[src/rtl/layer_deser.sv]
// layer_deser: valid-qualified serial word stream to parallel frame.
// Collects numWords words (word 0 first) into a shadow buffer and presents the
// completed frame on out_data together with a one-cycle out_valid pulse.
// Optional gap timeout: define LAYER_DESER_TIMEOUT_EN to abort a partial frame
// after timeoutCycles consecutive idle cycles, which pulses frame_err.
module layer_deser #(
  parameter int dataWidth     = 16,
  parameter int numWords      = 16,
  parameter int cntWidth      = $clog2(numWords + 1),
  parameter int timeoutCycles = 64
) (
  input  logic                          clk,
  input  logic                          rst,
  input  logic                          in_valid,
  input  logic [dataWidth-1:0]          in_data,
  output logic                          out_valid,
  output logic [numWords*dataWidth-1:0] out_data,
  output logic                          busy,
  output logic                          frame_err
);

  localparam int                  FrameW  = numWords * dataWidth;
  localparam logic [cntWidth-1:0] LastIdx = cntWidth'(numWords - 1);

  typedef enum logic {
    IDLE    = 1'b0,
    COLLECT = 1'b1
  } state_t;

  state_t              state;
  logic [cntWidth-1:0] word_cnt;
  logic [FrameW-1:0]   shadow;
  logic [FrameW-1:0]   frame_next;
  logic                last_word;
  logic                timeout;

  // Shadow buffer with the incoming word merged into its slot, so the final
  // word of a frame reaches out_data straight from the sampling edge.
  always_comb begin
    // NOTE: default assignment first, so no path leaves frame_next unassigned
    // and no latch is inferred.
    frame_next = shadow;
    for (int k = 0; k < numWords; k++) begin
      if (word_cnt == cntWidth'(k)) begin
        frame_next[k*dataWidth +: dataWidth] = in_data;
      end
    end
  end

  // In IDLE the counter is 0, so with numWords==1 the first word is also the last.
  assign last_word = in_valid && (word_cnt == LastIdx);

  // Word collection FSM and registered frame outputs.
  always_ff @(posedge clk) begin
    // NOTE: non-blocking assignments for all state, so every register updates
    // from pre-edge values regardless of statement order.
    if (rst) begin
      // NOTE: the shadow buffer is a plain register bank (not a RAM), so
      // clearing it on reset is cheap and keeps it deterministic.
      state     <= IDLE;
      word_cnt  <= '0;
      shadow    <= '0;
      out_valid <= 1'b0;
      out_data  <= '0;
    end else begin
      out_valid <= 1'b0;
      if (in_valid) begin
        shadow <= frame_next;
        if (last_word) begin
          out_valid <= 1'b1;
          out_data  <= frame_next;
          word_cnt  <= '0;
          state     <= IDLE;
        end else begin
          word_cnt <= word_cnt + 1'b1;
          state    <= COLLECT;
        end
      end else if (timeout) begin
        // Abort: drop the partial frame; out_data keeps the last good frame.
        word_cnt <= '0;
        state    <= IDLE;
      end
    end
  end

  assign busy = (state == COLLECT);

`ifdef LAYER_DESER_TIMEOUT_EN
  localparam int GapW = $clog2(timeoutCycles + 1);

  logic [GapW-1:0] gap_cnt;
  logic            frame_err_q;

  // Fires on the timeoutCycles-th consecutive idle cycle of a partial frame.
  assign timeout = (state == COLLECT) && !in_valid &&
                   (gap_cnt == GapW'(timeoutCycles - 1));

  // Idle-gap counter; cleared outside COLLECT, on every word and on abort.
  always_ff @(posedge clk) begin
    if (rst) begin
      gap_cnt     <= '0;
      frame_err_q <= 1'b0;
    end else begin
      frame_err_q <= timeout;
      if ((state != COLLECT) || in_valid || timeout) begin
        gap_cnt <= '0;
      end else begin
        gap_cnt <= gap_cnt + 1'b1;
      end
    end
  end

  assign frame_err = frame_err_q;
`else
  // Without the timeout a partial frame waits indefinitely.
  assign timeout   = 1'b0;
  assign frame_err = 1'b0;
`endif

endmodule

[config.mk]
export PLATFORM = sky130hd
export DESIGN_NAME = layer_deser
export DESIGN_NICKNAME = d
export VERILOG_FILES = /design/src/rtl/layer_deser.sv
export SDC_FILE = /design/constraint.sdc
export NUM_CORES = 1
export LEC_CHECK = 0
export BUFFER_PORTS_ARGS = -buffer_cell sky130_fd_sc_hd__buf_2
export CAP_MARGIN = 20
export CORE_MARGIN = 2
export CORE_UTILIZATION = 35
export DETAILED_ROUTE_END_ITERATION = 8
export GPL_TIMING_DRIVEN = 0
export PLACE_DENSITY = 0.54
export SETUP_SLACK_MARGIN = 0.3
export SLEW_MARGIN = 5
export SYNTH_ARGS = -nofsm -noshare
export SYNTH_HDL_FRONTEND = slang
export SYNTH_SLANG_ARGS = --single-unit
[constraint.sdc]
create_clock -name clk -period 1.9 [get_ports clk]
set_input_delay 0.38 -clock clk [delete_from_list [all_inputs] [get_ports clk]]
set_output_delay 0.38 -clock clk [all_outputs]
set_load 0.03 [all_outputs]
==> results by group <==
CTS
  – Clock-pin slew on the worst setup and hold paths: 0.06 ns
  – Hold_buf cts: 0
  – CTS Buf Count: 56
  – Root Buffer: clkbuf_16
  – H-Tree Depth: 2
  – CTS Sinks: just over 500
  – CTS tree: done
  – Clock Path Buffers: 3
  – Worst-Skew Late Latency: 0.63 ns

Min path
  – Tightest Hold Check Type: input pin to flip-flop
  – Hold Startpoint: in_data[11]

Timing
  – RSZ-0062 raised after global routing: yes
  – Highest Clock Rate: 569.5 MHz
  – Final Hold Fails: 0
  – Slew Limit Headroom: 16.09%
  – Least-Margin Pin Slew: 1.259 ns
  – Final min period: 1.756 ns
  – Final setup viols: 0
  – Final Hold Slack: 0.1161 ns
  – Worst clock skew: 0.02940 ns
  – Setup TNS Final: 0 ns
  – Pins over their slew limit: 0
  – Period Utilization, post-route: 92.42%

Placed design
  – Area post-placement: 0.02363 mm2
  – Port Buffer Count: 275
  – Routability Congestion: 0.8809
  – HPWL after DPL: 58310 um

Status
  – Status: finished clean

Cells and area
  – NumNets Final: 2529
  – Post-route cell area: 0.02728 mm2
  – Layout area overhead: 28.95%
  – N_diodes: 0
  – Layout cells sized above 1: a little under a third

Global routing
  – Tot GR Track Use: about a quarter
  – Antenna violations before repair: 3
  – Wire length of the first global-routing pass: 120500 um
  – Largest net degree at the start of global routing: 15
  – Grt ovf: 0
  – Vias in the first global route: 18343

Routing
  – Initial DRT Pass Iterations: 5
  – # DRC: 0
  – Initial DRC count: 1827
  – Wirelength per Cell: about 25 um
  – Antenna-violating nets left: 0
  – Vias per cell: 5.680
  – DRT Wirelength: 83840 um
  – Via count: 18920

Critical path
  – Worst path required time: 2.40 ns
  – Crit-path max FO: 6
  – Crit path capture type: flip-flop
  – Slowest CP cell: dfxtp_4
  – Worst reg-to-reg setup slack: 0.14 ns
  – CP Class: flip-flop to flip-flop
  – Critical R2R Launch: word_cnt[1]$_SDFFE_PP0P_
  – Nature of the critical path startpoint: flip-flop
  – CP top delay family: flip-flops
  – Worst EP arrival: 2.25 ns
  – Crit path from: word_cnt[1]$_SDFFE_PP0P_
  – WP buf/inv: 3
  – Cell Chain, Critical Path: inv_4 -> ha_4 -> and4bb_2 -> buf_6 -> buf_12 -> mux2i_1 -> o2bb2ai_2
  – Worst path max stage delay: 0.38 ns

Floorplan
  – I/O pin count: 278
  – Area of the core: 0.06002 mm2
  – Row count: 90
  – Die Area: ~0.062 mm2
  – Starting Density: 35.24%
  – Die Ht: 249.8 um
  – Die X: 249.8 um

Logic synthesis
  – #FFs+latches synth: 519
  – Unique masters post-synth: 36
  – Post-synth EDFFs: 0
  – Synthesized instance count: 2141
  – Most common flop cell mapped by yosys: dfxtp_1
  – Synthesized area: 0.02115 mm2
  – Number of synthesis warnings: 0
  – Mean Syn Cell Area: 9.880 um2
  – Sequential share of the synthesized area: 49.12%
  – Syn Nets: 2164
  – Ys async rst share: 0%

Run
  – Max cap viols: 0

Power and ir drop
  – VDD IR-drop max: about 690 uV
  – Leakage: approximately 10 nW
  – Pwr dens: 877.0 mW/mm2
==> sequential cells by signal, indices dropped and copies added, names as in the netlist <==
name       flops
out_data     256
shadow       256
busy           1
out_valid      1
word_cnt       5
==> cell families (layout without fill, tap and decap cells) <==
group / count (synthesis) / count (layout) / synth area share [%]
adders and majority gates: 4 / 4 / 0.2366
xor gates and xnor gates: 2 / 2 / 0.08282
muxes: 256 / 256 / 12.11
and+or+nand+nor: 301 / 301 / 7.760
other: 1 / 1 / 0.01773
buffers and inverters: 286 / 694 / 7.364
AOI/OAI and AO/OA: 772 / 772 / 23.31
DFF: 519 / 519 / 49.12
==> layout make-up <==
type	instances	area, um2
Fill cell	5676	32740
Sequential cell	519	10400
Multi-Input combinational cell	1336	10070
Buffer	282	2110
Timing Repair Buffer	308	1797
Clock buffer	78	1607
Tap cell	782	978.4
Clock inverter	23	304.0
Inverter	3	16.27
==> worst paths after layout <==
kind,end,cells after the start
max,out_data[146]$_SDFFE_PP0P_,7
min,out_data[11]$_SDFFE_PP0P_,3
max reg2reg,out_data[146]$_SDFFE_PP0P_,7
min reg2reg,out_data[141]$_SDFFE_PP0P_,1
==> what timing repair did <==
item,CTS,global route
pin swaps,9,4
buffers inserted,19,4
resized for setup,230,247
cloned,1,2
setup endpoints to repair,553,592
==> report_power, final <==
group | internal, W | total (W) | switching (W)
logic | 0.000417 | 0.00152 | 0.00110
registers | 0.0109 | 0.0110 | 0.0000395
clock network | 0.00682 | 0.0114 | 0.00461
total | 0.0182 | 0.0239 | 0.00576
==> worst min-delay path, stage by stage <==
cell	delay, ns
buf_2	0.13
mux2i_1	0.09
o2bb2ai_1	0.11
==> cells in the mapped netlist (3+ instances only) <==
| master | count | share of area (%) |
|---|---|---|
| buf_1 | 26 | 0.46 |
| dfxtp_1 | 519 | 49 |
| ha_1 | 4 | 0.24 |
| and3b_1 | 4 | 0.17 |
| buf_4 | 19 | 0.67 |
| mux2i_1 | 256 | 12 |
| buf_2 | 72 | 1.7 |
| nand3_1 | 258 | 6.1 |
| nor2_1 | 5 | 0.089 |
| o2bb2ai_2 | 16 | 1.1 |
| inv_1 | 3 | 0.053 |
| buf_6 | 40 | 2.1 |
| o2bb2ai_1 | 240 | 9.9 |
| and4bb_2 | 8 | 0.47 |
| o21ai_0 | 242 | 5.7 |
| nand3b_1 | 4 | 0.14 |
| o21ai_1 | 14 | 0.33 |
| a21oi_1 | 258 | 6.1 |
| clkbuf_1 | 124 | 2.2 |
| nand2b_1 | 4 | 0.12 |
| nand4b_1 | 4 | 0.17 |
==> layout by cell type, fill, tap and decap left out, drive strengths merged <==
cell / instances
a21o: 1
a21oi: 259
and2: 1
and3b: 4
and4bb: 8
buf: 472
bufinv: 7
clkbuf: 196
clkinv: 15
clkinvlp: 1
conb: 1
dfxtp: 519
ha: 4
inv: 3
mux2i: 256
nand2: 2
nand2b: 4
nand3: 258
nand3b: 4
nand4: 1
nand4b: 4
nor2: 6
nor2b: 2
nor3b: 1
nor4b: 4
o21ai: 256
o2bb2ai: 256
or2: 1
or3: 1
xor2: 2
==> routing by layer <==
metal	global-route usage (%)	wire length [um]	part of all wire [%]	up-vias
met5	0	25	0.030	-
met4	12.05	4269	5.1	4
met3	5.277	6048	7.2	214
met2	41.86	38800	46	820
met1	32.36	34700	41	9237
li1	-	-	-	8645
==> per-stage QoR <==
stage	setup slack [ns]	total power (W)	std cells	utilization (%)
2_1_floorplan	0.3078	0.01188	2141	-
3_5_place_dp	-0.4243	0.01250	3205	39.36
3_3_place_gp	-0.4807	0.01246	3198	39.17
4_1_cts	0.1739	0.02397	3326	44.10
5_1_grt	0.09545	0.02453	3331	45.45
6_report	0.1440	0.02392	3331	45.45
No activity file was read; power rests on OpenSTA's default activity.
